## src/rtl/avk_cap_sequencer_pkg.sv

```systemverilog
// Shared types and default timing constants for the AVK capacitance sequencer.
// Defaults assume the 4 MHz system clock.
package avk_cap_pkg;

   typedef enum logic [1:0] {
      IDLE      = 2'd0,
      CHARGE    = 2'd1,
      DISCHARGE = 2'd2,
      REPORT    = 2'd3
   } cap_state_t;

   localparam int DEBOUNCE_CYCLES_DEF = 400;
   localparam int TIMEOUT_CYCLES_DEF  = 12_000_000;

endpackage

```

## src/rtl/avk_cap_sequencer_if.sv

```systemverilog
// Host-side control/result bundle of the capacitance sequencer.
// The host drives requests through the master modport; the sequencer answers through slave.
interface avk_cap_sequencer_if #(
   parameter int CNT_W = 24
);
   logic             start;
   logic             abort;
   logic             busy;
   logic             done;
   logic             timeout_err;
   logic             err_phase;
   logic [CNT_W-1:0] charge_time;
   logic [CNT_W-1:0] discharge_time;

   modport master (
      output start, abort,
      input  busy, done, timeout_err, err_phase, charge_time, discharge_time
   );

   modport slave (
      input  start, abort,
      output busy, done, timeout_err, err_phase, charge_time, discharge_time
   );
endinterface

```

## src/rtl/avk_cap_sequencer_debounce.sv

```systemverilog
// Comparator conditioner: 2-FF synchronizer followed by a stability down-counter.
// Raw edge to accepted edge is a fixed DEBOUNCE_CYCLES+2 clocks.
module avk_debounce #(
   parameter int DEBOUNCE_CYCLES = 400,
   parameter bit RESET_VAL       = 1'b0
) (
   input  logic clock,
   input  logic reset,
   input  logic raw,
   output logic level
);
   localparam int DW = (DEBOUNCE_CYCLES > 1) ? $clog2(DEBOUNCE_CYCLES) : 1;
   localparam logic [DW-1:0] RELOAD = DW'(DEBOUNCE_CYCLES - 1);

   logic          sync_q1;
   logic          sync_q2;
   logic [DW-1:0] cnt;

   // Any sample matching the accepted level restarts the window, so only an
   // unbroken run of DEBOUNCE_CYCLES differing samples flips the output.
   always_ff @(posedge clock or negedge reset) begin
      if (!reset) begin
         sync_q1 <= RESET_VAL;
         sync_q2 <= RESET_VAL;
         cnt     <= RELOAD;
         level   <= RESET_VAL;
      end else begin
         sync_q1 <= raw;
         sync_q2 <= sync_q1;
         if (sync_q2 == level) begin
            cnt <= RELOAD;
         end else if (cnt == '0) begin
            level <= sync_q2;
            cnt   <= RELOAD;
         end else begin
            cnt <= cnt - 1'b1;
         end
      end
   end

endmodule

```

## src/rtl/avk_cap_sequencer.sv

```systemverilog
// AVK capacitance measurement sequencer: charge until the upper comparator trips,
// discharge until the lower one trips, report both phase durations.
//
//   state     | meaning
//   ----------+-----------------------------------------------------------
//   IDLE      | waiting for start, results held
//   CHARGE    | reference=1, counting until pos_db=1 or timeout
//   DISCHARGE | reference=0, counting until neg_db=0 or timeout
//   REPORT    | one-cycle done pulse, results/error valid
module avk_cap_sequencer
   import avk_cap_pkg::*;
#(
   parameter int DEBOUNCE_CYCLES = DEBOUNCE_CYCLES_DEF,
   parameter int TIMEOUT_CYCLES  = TIMEOUT_CYCLES_DEF,
   parameter int CNT_W           = 24
) (
   input  logic               clock,
   input  logic               reset,
   avk_cap_sequencer_if.slave host,
   input  logic               pos_comparator,
   input  logic               neg_comparator,
   output logic               reference
);
   localparam logic [CNT_W-1:0] TIMEOUT_LAST = CNT_W'(TIMEOUT_CYCLES - 1);
   localparam logic [CNT_W-1:0] TIMEOUT_VAL  = CNT_W'(TIMEOUT_CYCLES);

   cap_state_t       state;
   cap_state_t       state_nxt;
   logic             pos_db;
   logic             neg_db;
   logic             phase_timeout;
   logic             busy;
   logic             done;
   logic             timeout_err;
   logic             err_phase;
   logic [CNT_W-1:0] cnt;
   logic [CNT_W-1:0] charge_time;
   logic [CNT_W-1:0] discharge_time;

   avk_debounce #(
      .DEBOUNCE_CYCLES (DEBOUNCE_CYCLES),
      .RESET_VAL       (1'b0)
   ) u_pos_db (
      .clock (clock),
      .reset (reset),
      .raw   (pos_comparator),
      .level (pos_db)
   );

   avk_debounce #(
      .DEBOUNCE_CYCLES (DEBOUNCE_CYCLES),
      .RESET_VAL       (1'b1)
   ) u_neg_db (
      .clock (clock),
      .reset (reset),
      .raw   (neg_comparator),
      .level (neg_db)
   );

   assign phase_timeout = (cnt == TIMEOUT_LAST);

   always_ff @(posedge clock or negedge reset) begin
      if (!reset) begin
         state <= IDLE;
      end else begin
         state <= state_nxt;
      end
   end

   always_comb begin
      state_nxt = state;
      if (host.abort) begin
         state_nxt = IDLE;
      end else begin
         case (state)
            IDLE:      if (host.start) state_nxt = CHARGE;
            CHARGE: begin
               if (pos_db)             state_nxt = DISCHARGE;
               else if (phase_timeout) state_nxt = REPORT;
            end
            DISCHARGE: if (!neg_db || phase_timeout) state_nxt = REPORT;
            REPORT:    state_nxt = IDLE;
            default:   state_nxt = IDLE;
         endcase
      end
   end

   always_comb begin
      busy = 1'b0;
      done = 1'b0;
      case (state)
         CHARGE, DISCHARGE: busy = 1'b1;
         REPORT:            done = 1'b1;
         default:           ;
      endcase
   end

   // Results are written from the cycle that ends a phase; the reported
   // count therefore includes that final cycle (cnt+1).
   always_ff @(posedge clock or negedge reset) begin
      if (!reset) begin
         reference      <= 1'b0;
         cnt            <= '0;
         charge_time    <= '0;
         discharge_time <= '0;
         timeout_err    <= 1'b0;
         err_phase      <= 1'b0;
      end else begin
         reference <= (state_nxt == CHARGE);
         if (busy && (state_nxt == state)) begin
            cnt <= cnt + 1'b1;
         end else begin
            cnt <= '0;
         end
         if (!host.abort) begin
            case (state)
               IDLE: begin
                  if (host.start) begin
                     charge_time    <= '0;
                     discharge_time <= '0;
                     timeout_err    <= 1'b0;
                  end
               end
               CHARGE: begin
                  if (pos_db) begin
                     charge_time <= cnt + 1'b1;
                  end else if (phase_timeout) begin
                     charge_time <= TIMEOUT_VAL;
                     timeout_err <= 1'b1;
                     err_phase   <= 1'b0;
                  end
               end
               DISCHARGE: begin
                  if (!neg_db) begin
                     discharge_time <= cnt + 1'b1;
                  end else if (phase_timeout) begin
                     discharge_time <= TIMEOUT_VAL;
                     timeout_err    <= 1'b1;
                     err_phase      <= 1'b1;
                  end
               end
               default: ;
            endcase
         end
      end
   end

   assign host.busy           = busy;
   assign host.done           = done;
   assign host.timeout_err    = timeout_err;
   assign host.err_phase      = err_phase;
   assign host.charge_time    = charge_time;
   assign host.discharge_time = discharge_time;

endmodule

```

## src/flat_wrapper.sv

```systemverilog
// flat-port wrapper written by rule: the top's interface ports become plain ports
module avk_cap_sequencer_flat import avk_cap_pkg::*;
#(
   parameter int DEBOUNCE_CYCLES = DEBOUNCE_CYCLES_DEF,
   parameter int TIMEOUT_CYCLES  = TIMEOUT_CYCLES_DEF,
   parameter int CNT_W           = 24
)
  (clock, reset, pos_comparator, neg_comparator, reference, host_start, host_abort, host_busy, host_done, host_timeout_err, host_err_phase, host_charge_time, host_discharge_time);
  avk_cap_sequencer_if #(.CNT_W(CNT_W)) host_i ();
  input  logic clock;
  input  logic reset;
  input  logic pos_comparator;
  input  logic neg_comparator;
  output logic reference;
  input wire logic [$bits(host_i.start)-1:0] host_start;
  input wire logic [$bits(host_i.abort)-1:0] host_abort;
  output wire logic [$bits(host_i.busy)-1:0] host_busy;
  output wire logic [$bits(host_i.done)-1:0] host_done;
  output wire logic [$bits(host_i.timeout_err)-1:0] host_timeout_err;
  output wire logic [$bits(host_i.err_phase)-1:0] host_err_phase;
  output wire logic [$bits(host_i.charge_time)-1:0] host_charge_time;
  output wire logic [$bits(host_i.discharge_time)-1:0] host_discharge_time;
  assign host_i.start = host_start;
  assign host_i.abort = host_abort;
  assign host_busy = host_i.busy;
  assign host_done = host_i.done;
  assign host_timeout_err = host_i.timeout_err;
  assign host_err_phase = host_i.err_phase;
  assign host_charge_time = host_i.charge_time;
  assign host_discharge_time = host_i.discharge_time;
  avk_cap_sequencer #(.DEBOUNCE_CYCLES(DEBOUNCE_CYCLES), .TIMEOUT_CYCLES(TIMEOUT_CYCLES), .CNT_W(CNT_W)) u_core (.clock(clock), .reset(reset), .host(host_i), .pos_comparator(pos_comparator), .neg_comparator(neg_comparator), .reference(reference));
endmodule
```

## config.mk

```make
export PLATFORM = sky130hd
export DESIGN_NAME = avk_cap_sequencer_flat
export DESIGN_NICKNAME = d
export VERILOG_FILES = /design/src/rtl/avk_cap_sequencer_pkg.sv /design/src/rtl/avk_cap_sequencer_if.sv /design/src/rtl/avk_cap_sequencer_debounce.sv /design/src/rtl/avk_cap_sequencer.sv /design/src/flat_wrapper.sv
export SDC_FILE = /design/constraint.sdc
export NUM_CORES = 1
export LEC_CHECK = 0
export ABC_AREA = 1
export ABC_CLOCK_PERIOD_IN_PS = 3800
export CAP_MARGIN = 30
export CELL_PAD_IN_SITES_DETAIL_PLACEMENT = 1
export CELL_PAD_IN_SITES_GLOBAL_PLACEMENT = 2
export CORE_MARGIN = 2
export CORE_UTILIZATION = 34
export CTS_CLUSTER_DIAMETER = 100
export CTS_CLUSTER_SIZE = 8
export DETAILED_ROUTE_END_ITERATION = 10
export GPL_TIMING_DRIVEN = 0
export HOLD_SLACK_MARGIN = 0.03
export PLACE_DENSITY_LB_ADDON = 0.1
export SYNTH_ARGS = -nofsm -noshare
export SYNTH_HDL_FRONTEND = slang
export SYNTH_HIERARCHICAL = 1
export SYNTH_SLANG_ARGS = --single-unit
```

## constraint.sdc

```tcl
create_clock -name clock -period 3.8 [get_ports clock]
set_clock_uncertainty 0.15 [all_clocks]
set_input_delay 0.95 -clock clock [delete_from_list [all_inputs] [get_ports clock]]
set_output_delay 0.95 -clock clock [all_outputs]
set_load 0.01 [all_outputs]
```

**Word level (Yosys, flattened, before mapping)**

Cells that the tools add are included.

- Register bits after elaboration: 101
- Latch bits: 0
- Memory bits (writable): 0
- ROM bits: 0
- Bits of input ports: 6
- Output and inout bits: 53
- Word-level logic and storage cells: 82
- Memories kept: 0

- Add/subtract/negate cells: 3
- $mul: 0
- Div/mod/pow operators: 0
- $lt $le $gt $ge: 0
- Eq/ne operators: 15
- Shifts and indexed selects: 0
- Muxes and demuxes: 29
- Bitwise logic cells: 3
- Reduce and logical (&&, ||, !) cells: 17

Operators with widths:

| cell | count |
|---|---|
| 24-bit two-way mux | 5 |
| 24-bit case mux with 2 select lines | 2 |
| 9-bit two-way mux | 4 |
| 24-bit by 1-bit adder with 24-bit output, second input constant | 1 |
| 24-bit == test, second input constant | 1 |
| 9-bit logical NOT | 2 |
| 9-bit by 1-bit subtractor with 9-bit output, second input constant | 2 |
| 1-bit two-way mux | 10 |
| 2-bit two-way mux | 5 |
| 2-bit case mux with 4 select lines | 1 |
| 4-bit AND reduction | 2 |
| 2-bit inequality test, second input constant | 3 |
| 3-bit by 2-bit inequality test with 1-bit output, second input constant | 2 |
| 6-bit AND reduction | 1 |
| 2-bit nonzero test | 3 |
| 5-bit AND reduction | 1 |
| 2-bit by 1-bit == test with 1-bit output, second input constant | 2 |
| 2-bit == test, second input constant | 2 |
| 2-bit by 1-bit inequality test with 1-bit output, second input constant | 2 |
| 2-bit AND reduction | 2 |
| 1-bit NOT | 3 |
| 1-bit case mux with 3 select lines | 1 |
| 3-bit nonzero test | 1 |
| 1-bit == test | 2 |
| other kinds (7) | 7 |

**Logic depth before layout (Yosys ltp)**

Gate-level depths: netlist of the first run.

- Word-level depth: 8
- Mapped depth: 14
- Depth with buffers taken out: 13

**By module**

The synthesis of the first run kept the hierarchy.

By module, submodules not included:

| module | instances | cells each | area an instance (sq um) | seq. area each (sq um) |
|---|---|---|---|---|
| avk_cap_sequencer | 1 | 432 | 3659.8 | 1926.8 |
| avk_debounce (u_core.u_neg_db) | 1 | 66 | 589.3 | 311.5 |
| avk_debounce (u_core.u_pos_db) | 1 | 66 | 585.6 | 307.8 |

**Worst setup path before layout of the first run**

Ideal clock, no wire load.

- Path kind: input -> register
- Start point: in host_start
- End point: reg u_core.charge_time[5], in the netlist u_core/host.charge_time[5]
- Arrival time: 1783 ps
- Slack: 1730 ps
- Stages: 7
- Buffers on the path: 1
- Cells stage by stage: nor2_1 nor2_1 nand2_4 clkinv_2 nand2_2 buf_2 o21ai_1

- Word-level cells in the longest chain between the ends: 2

Ends and longest elaborated chain:

| element | line | text |
|---|---|---|
| from (decl) | flat_wrapper.sv:15 | `input wire logic [$bits(host_i.start)-1:0] host_start;` |
| 2-bit inequality test (no line) | n/a |  |
| 4-bit AND reduction (no line) | n/a |  |
| to (signal assigned) | avk_cap_sequencer.sv:126 | `charge_time <= cnt + 1'b1;` |
| to (decl) | avk_cap_sequencer.sv:37 | `logic [CNT_W-1:0] charge_time;` |

No other way between the ends.
A chain may end at the register's enable or synchronous reset.

**Final worst setup path of the first run**

- Start point: reg u_core.state[1]
- End point: out host_busy

- Word-level cells in the longest chain between the ends: 3
- Elaborated cells between the ends (all ways): 4
- Classes of those cells: 2 x eq/ne; 1 x mux; 1 x reduce/logical

Ends and longest elaborated chain:

| element | line | text |
|---|---|---|
| from (decl) | avk_cap_sequencer.sv:27 | `cap_state_t state;` |
| from (signal assigned) | avk_cap_sequencer.sv:66 | `state <= state_nxt;` |
| 2-bit by 1-bit == test with 1-bit output or 2-bit == test (tied branches) | avk_cap_sequencer.sv:91 | `case (state)` |
| 2-bit OR reduction (*) | avk_cap_sequencer.sv:91 |  |
| 1-bit two-way mux (*) | avk_cap_sequencer.sv:91 |  |
| to (decl) | flat_wrapper.sv:17 | `output wire logic [$bits(host_i.busy)-1:0] host_busy;` |

Mark *: on every way between the ends. The rest lies on a longest branch, timed or not.

==> results of run 1 <==
sequential cells by signal, indices dropped and copies added, names as in the netlist:
| register | count |
|---|---|
| u_core/u_pos_db/cnt | 9 |
| u_core/cnt | 24 |
| u_core/u_neg_db/cnt | 9 |
| u_core/host.charge_time | 24 |
| u_core/u_neg_db/sync_q2 | 1 |
| u_core/u_pos_db/sync_q1 | 1 |
| u_core/host.discharge_time | 24 |
| u_core/state | 2 |
| u_core/host.timeout_err | 1 |
| u_core/host.err_phase | 1 |
| u_core/reference | 1 |
| u_core/u_pos_db/level | 1 |
| u_core/u_pos_db/sync_q2 | 1 |
| u_core/u_neg_db/level | 1 |
| u_core/u_neg_db/sync_q1 | 1 |
worst min path at each step:
stage | depth (start not counted) | slack, ps | endpoint | start
after floorplan | 0 | 180 | u_core/u_pos_db/sync_q2 | u_core/u_pos_db/sync_q1
after global placement | 0 | 190 | u_core/u_pos_db/sync_q2 | u_core/u_pos_db/sync_q1
after detailed placement | 0 | 200 | u_core/u_neg_db/sync_q2 | u_core/u_neg_db/sync_q1
after CTS | 0 | 210 | u_core/u_neg_db/sync_q2 | u_core/u_neg_db/sync_q1
after global routing | 0 | 220 | u_core/u_neg_db/sync_q2 | u_core/u_neg_db/sync_q1
final | 0 | 210 | u_core/u_neg_db/sync_q2 | u_core/u_neg_db/sync_q1
final cells by class:
class | count | area, um2 | share of cell area, %
plain buffers | 10 | 55.1 | 0.915
clock buffers | 10 | 239 | 3.97
clock inverters | 6 | 110 | 1.83
inverters | 64 | 241 | 4.01
multi-input cells | 389 | 1990 | 33.1
flip-flops and latches | 101 | 2550 | 42.3
well taps | 180 | 225 | 3.74
repair buffers | 59 | 606 | 10.1
per-stage QoR:
step | worst slack [ps] | hold WS, ps | setup TNS [ps]
3_5_place_dp | 821 | 201 | 0
2_1_floorplan | 1730 | 181 | 0
3_3_place_gp | -2300 | 190 | -212610
4_1_cts | 868 | 211 | 0
5_1_grt | 763 | 215 | 0
6_report | 878 | 209 | 0
worst reg2reg max path, delay by kind of cell, from the launching register on:
family / cells / cell delay, ps
and+or+nand+nor: 4 / 750
adders and majority gates: 1 / 270
AOI/OAI and AO/OA: 1 / 90
DFF: 1 / 400
buffers and inverters: 4 / 770
cell families after synthesis:
family / count (synthesis) / share of synthesized area, %
fa+ha+maj: 8 / 2.07
flops: 101 / 52.7
xor+xnor: 23 / 4.17
buf+inv: 74 / 6.13
simple gates: 302 / 28.4
compound gates: 56 / 6.57
power breakdown:
| part | internal (uW) | total, uW | switching (uW) |
|---|---|---|---|
| Combinational | 105 | 255 | 150 |
| Clock | 660 | 1070 | 410 |
| Sequential | 1120 | 1150 | 24.1 |
| Total | 1890 | 2470 | 585 |
synth_stat cells, drive strengths merged:
master  instances  area (um2)
o21ai          42         210
nand3b          1        7.51
inv            63         236
clkinv          1        5.00
o22ai           1        6.26
ha              8         100
o31ai           1        7.51
nor2           76         375
buf             4        32.5
dfstp          15         394
nand2         177         719
and3            1        6.26
a22o            4        35.0
a41oi           1        8.76
nand3          31         165
nor4            2        12.5
o211ai          1        12.5
nand4           7        50.1
xnor2           8        70.1
xor2           15         131
a21oi           6        37.5
or2             1        6.26
clkbuf          6        22.5
nor3            6        30.0
dfrtp          86        2150
routing by layer:
layer	vias up	share of wire (%)	global-route usage, %
met4	0	1.6	6.61
met2	51	46	28.4
met1	1907	50	26.0
li1	1909	-	-
met5	-	0	0
met3	11	2.2	2.86
==> run_results.csv, run 1 <==
group,metric,value,unit
floorplanning,die-width,123,um
clock_network,cts-root-buf,"sky130_fd_sc_hd__clkbuf_16",
clock_network,cts_tree,"built",
grt,gr-total-overflow,0,
grt,pin_count_of_the_biggest_net_entering_global_routing,70,
worst_setup_path,cp_data_arrival_time,1820,ps
worst_setup_path,cp_cell_sequence,"inv_1 -> ha_1 -> clkdlybuf4s50_1",
clock_network,clock_sink_count,101,
routing,via_count,3878,
clock_network,number_of_levels_the_h_tree_was_split_into,3,
worst_setup_path,cp_num_cells,3,
clock_network,numCtsBuffers,9,
clock_network,cts_setup_buffers,0,
clock_network,path_clk_slew,70,ps
grt,grt_pass1_wl,21.3,mm
grt,grt_usage,18.3,%
routing,drt_iter0_markers,208,
worst_setup_path,crit-reg2reg-capture,"u_core/host.charge_time[22]",
placed_design,place.detailed.hpwl,9.49,mm
placed_design,place_area,5670,um2
synthesis,synth-warning-count,6,
synthesis,post_synth_inst_count,564,
finish,layout-area-overhead-vs-synth,24.4,%
flow_run,cap_violations,0,
status,run_status,"complete, no violations",
finish,final_layout_fill_cell_count,1642,
timing,rsz0062_at_grt,"no",
routing,detail_route.first_pass.iterations,4,
placed_design,gp_congestion,0.859,
finish,antenna-diode-count,0,
worst_setup_path,regToRegSetupSlack,1240,ps
finish,final_net_count,648,
floorplanning,io_count,59,
worst_setup_path,ff2ff_path_depth,10,
worst_setup_path,endpoint,"host_busy",
worst_setup_path,setup.worst_path.start_class,"register",
grt,first_global_vias,4145,
worst_setup_path,critical_path.top_delay_family,"buffers and inverters",
timing,relSlewSlack,61.8,%
finish,fin_util,43.3,%
finish,layout.cells.most_common,"sky130_fd_sc_hd__nand2_1",
timing,max_clock_freq,0.342,GHz
worst_setup_path,cp.required,2700,ps
routing,detail_route.wirelength,12.5,mm
min_path,hold_class,"reg -> reg",
routing,post-route-drc-count,0,
floorplanning,initial_utilization,34.8,%
worst_setup_path,cp.buffers_inverters,2,
clock_network,clock_latency,350,ps
worst_setup_path,timing.critical_path.from,"u_core/state[1]",
placed_design,placed_cells,803,
floorplanning,fp-row-count,43,
clock_network,postCtsHoldBufs,0,
grt,antenna_found_initial,0,
clock_network,post_cts_resized,0,
power,ir_drop,0.238,mV
routing,detail-route-antenna-nets,0,
worst_setup_path,endpoint_type_of_the_worst_setup_path,"output pin",
power,power-per-cell-area,411,nW/um2
timing,hold_violations,0,
power,fin_total_pwr,2470,uW
synthesis,avgSynthCellArea,8.57,um2
floorplanning,fp.dieArea,15200,um2
worst_setup_path,peak_fanout_along_the_critical_path,6,
timing,final.period_utilization,76.9,%
clock_network,max_buffers_root_to_sink,2,
worst_setup_path,max_stage_delay,550,ps
worst_setup_path,timing.setup.critical_path_class,"reg -> out",
timing,period_minus_slack,2920,ps
synthesis,synth.net_count,578,
worst_setup_path,rr_startpoint,"u_core/state[0]",
synthesis,part_of_the_yosys_area_used_for_sequential_elements,52.7,%
timing,finalMaxSlewViolations,0,
timing,setup_viol,0,
floorplanning,core,13900,um2
routing,vias_per_cell,4.74,
routing,route.detailed.wl_per_inst,15.3,um
power,p_leak,0.00277,uW
floorplanning,die_y,123,um
finish,layout-drive-gt1-share,13.8,%
placed_design,io_buffers,58,
timing,worst_slew_pin_slew,572,ps
finish,layout.cells.most_common_list,"161 x sky130_fd_sc_hd__nand2_1, 86 x sky130_fd_sc_hd__dfrtp_1, 62 x sky130_fd_sc_hd__inv_1",
finish,design_area,6010,um2
synthesis,yosysUniqueCellTypes,35,
synthesis,synth-seq-cells,101,
worst_setup_path,crit_path_top_delay_cell,"sky130_fd_sc_hd__clkdlybuf4s50_1",
finish,final_non_filler_cells,819,
synthesis,synthesis.area,4830,um2
(Power assumes the default switching activity.)
==> run 2: changes to the inputs <==
--- a/config.mk
+++ b/config.mk
@@ -6,12 +6,12 @@
 export NUM_CORES = 1
 export LEC_CHECK = 0
 export ABC_AREA = 1
-export ABC_CLOCK_PERIOD_IN_PS = 3800
+export ABC_CLOCK_PERIOD_IN_PS = 2650
 export CAP_MARGIN = 30
 export CELL_PAD_IN_SITES_DETAIL_PLACEMENT = 1
 export CELL_PAD_IN_SITES_GLOBAL_PLACEMENT = 2
 export CORE_MARGIN = 2
-export CORE_UTILIZATION = 34
+export CORE_UTILIZATION = 30
 export CTS_CLUSTER_DIAMETER = 100
 export CTS_CLUSTER_SIZE = 8
 export DETAILED_ROUTE_END_ITERATION = 10
==> constraint.sdc (replaced) <==
create_clock -name clock -period 2.65 [get_ports clock]
set_clock_uncertainty 0.15 [all_clocks]
set_input_delay 0.6625 -clock clock [delete_from_list [all_inputs] [get_ports clock]]
set_output_delay 0.6625 -clock clock [all_outputs]
set_load 0.01 [all_outputs]
==> run 2 against run 1 <==
  * Setup slack worse by 790 ps
  * Wire length increased by 2.9%
  * Final cell count grew 4.6%
  * Die area increased by 13%
  * Sequential share of layout area decreased by 0.32 points
  * Flip-flop and latch count unchanged
  * Utilization decreased by 5.0 points
  * Sequential power grew 43%
  * Non-clock buffer count is 2 higher
  * Via count fell by 0.10%
  * First-iteration DRC count fell by 41%
  * Clock-buffer cell count stayed put
  * Critical path type unchanged
  * Critical endpoint unchanged
  * Largest cell class unchanged
==> run_results.csv, run 2 (synthesis gave the netlist of run 1 again) <==
group,metric,value,unit
grt,globalRouteMet1Util,21.8,%
worst_setup_path,cp.required,1840,ps
grt,grt_pass1_wl,21.7,mm
timing,aggregate_negative_setup_slack,0,ps
floorplanning,initial_utilization,30.5,%
timing,max_clock_freq,0.391,GHz
grt,routing_usage_on_met2,27.5,%
finish,fin_util,38.3,%
power,p_int,2600,uW
grt,global_route.peak_usage_layer,"met2",
timing,final.period_utilization,96.6,%
clock_network,max_buffers_root_to_sink,2,
routing,detail_route.first_pass.iterations,4,
timing,finalMaxSlewViolations,0,
timing,relSlewSlack,59.7,%
finish,layout-area-overhead-vs-synth,25.5,%
clock_network,clock_latency,350,ps
placed_design,io_buffers,58,
placed_design,gp_congestion,0.844,
worst_setup_path,timing.setup.critical_path_class,"reg -> out",
clock_network,number_of_levels_the_h_tree_was_split_into,3,
routing,drt_iter0_markers,122,
worst_setup_path,crit_path_top_delay_cell,"sky130_fd_sc_hd__clkdlybuf4s50_1",
grt,first_global_vias,4293,
grt,grt_usage,16.4,%
clock_network,path_clk_slew,80,ps
clock_network,cts_tree,"built",
worst_setup_path,ff2ff_path_depth,10,
routing,via_count,3874,
worst_setup_path,peak_fanout_along_the_critical_path,6,
worst_setup_path,endpoint_type_of_the_worst_setup_path,"output pin",
power,pwr-share-clk,41.9,%
clock_network,cts-root-buf,"sky130_fd_sc_hd__clkbuf_16",
timing,setup_viol,0,
placed_design,place.detailed.hpwl,9.61,mm
routing,vias_per_cell,4.52,
worst_setup_path,regToRegSetupSlack,220,ps
power,power.share.switching,25.3,%
floorplanning,die_y,131,um
worst_setup_path,crit-reg2reg-capture,"u_core/host.charge_time[13]",
finish,layout.cells.most_common,"sky130_fd_sc_hd__nand2_1",
routing,route.detailed.wl_per_inst,15.0,um
finish,reg.largest.list,"u_core/cnt: 24 flops, u_core/host.charge_time: 24 flops, u_core/host.discharge_time: 24 flops",
floorplanning,fp.dieArea,17100,um2
timing,period_minus_slack,2560,ps
floorplanning,die-width,131,um
clock_network,numCtsBuffers,9,
power,p_seq_share,47.3,%
timing,hold_violations,0,
grt,met3_usage,2.52,%
flow_run,cap_violations,0,
floorplanning,fp-row-count,46,
power,p_leak,0.00277,uW
status,run_status,"complete, no violations",
grt,gr-total-overflow,0,
finish,final_net_count,650,
worst_setup_path,critical_path.top_delay_family,"buffers and inverters",
power,power-per-cell-area,574,nW/um2
clock_network,clock_sink_count,101,
finish,final_layout_fill_cell_count,1876,
worst_setup_path,cp_cell_sequence,"inv_1 -> ha_1 -> clkdlybuf4s50_1",
grt,pin_count_of_the_biggest_net_entering_global_routing,60,
floorplanning,core,15800,um2
routing,detail_route.wirelength,12.9,mm
finish,final_non_filler_cells,857,
floorplanning,io_count,59,
finish,layout-drive-gt1-share,15.3,%
timing,worst_slew_pin_slew,605,ps
finish,seq_area,2550,um2
grt,antenna_found_initial,0,
finish,multiInputGateArea,2000,um2
min_path,hold_class,"in -> async",
routing,post-route-drc-count,0,
worst_setup_path,max_stage_delay,550,ps
finish,layout.cells.most_common_list,"161 x sky130_fd_sc_hd__nand2_1, 84 x sky130_fd_sc_hd__dfrtp_1, 60 x sky130_fd_sc_hd__inv_1",
routing,detail-route-antenna-nets,0,
power,p_switching,882,uW
power,combPwrFrac,10.8,%
power,ir_drop,0.267,mV
worst_setup_path,cp.buffers_inverters,2,
placed_design,placed_cells,839,
worst_setup_path,cp_data_arrival_time,1750,ps
worst_setup_path,setup.worst_path.start_class,"register",
worst_setup_path,rr_startpoint,"u_core/cnt[0]",
timing,rsz0062_at_grt,"no",
finish,antenna-diode-count,0,
[run 2: worst max path at each step]
stage	cells after the start	slack [ps]	to	from
CTS	3	20	host_busy	u_core/state[0]
detailed placement	10	-8	u_core/host.discharge_time[13]	u_core/cnt[0]
global route	3	6	host_busy	u_core/state[1]
global placement	1	-3250	u_core/state[0]	reset
finish	3	90	host_busy	u_core/state[1]
floorplan	11	650	u_core/cnt[5]	u_core/cnt[0]
[run 2: what timing repair did]
action	CTS	global route
hold buffers	0	0
pin swaps	1	1
gates resized for setup	1	13
endpoints found under the setup margin	11	54
buffers inserted	1	1
[run 2: layout make-up]
class,instances,share of cell area [%]
Inverter,64,3.98
Multi-Input combinational cell,389,33.0
Tap cell,216,4.46
Clock inverter,6,1.55
Clock buffer,10,3.77
Sequential cell,101,42.0
Timing Repair Buffer,61,10.2
Buffer,10,1.03
[run 2: metrics by stage]
| step | instance area, um2 | total power, uW | worst slack, ps | hold slack, ps |
|---|---|---|---|---|
| 6_report | 6070 | 3480 | 90.8 | 170 |
| 3_3_place_gp | 5690 | 2040 | -3250 | 189 |
| 2_1_floorplan | 4830 | 1850 | 654 | 181 |
| 4_1_cts | 6040 | 3540 | 21.4 | 183 |
| 5_1_grt | 6070 | 3650 | 6.40 | 212 |
| 3_5_place_dp | 5710 | 2060 | -7.57 | 192 |
[run 2: metal layers]
metal	part of all wire (%)	routed length, um
met5	0	0
met4	1.6	209
met3	2.2	278
met2	47	6070
met1	49	6300
[run 2: worst reg2reg max path: cells and delay by family, from the launching register on]
| kind | cells | cell delay [ps] |
|---|---|---|
| and+or+nand+nor | 5 | 880 |
| DFF | 1 | 420 |
| buffers and inverters | 2 | 370 |
| AOI/OAI and AO/OA | 2 | 280 |
| adders and majority gates | 1 | 250 |
[run 2: power by group through the flow]
stage,logic (uW),clock network (uW),registers [uW]
after detailed placement,378,0,1680
after global placement,367,0,1680
final,377,1460,1650
after global routing,422,1570,1660
after CTS,380,1510,1650
after floorplan,159,0,1690
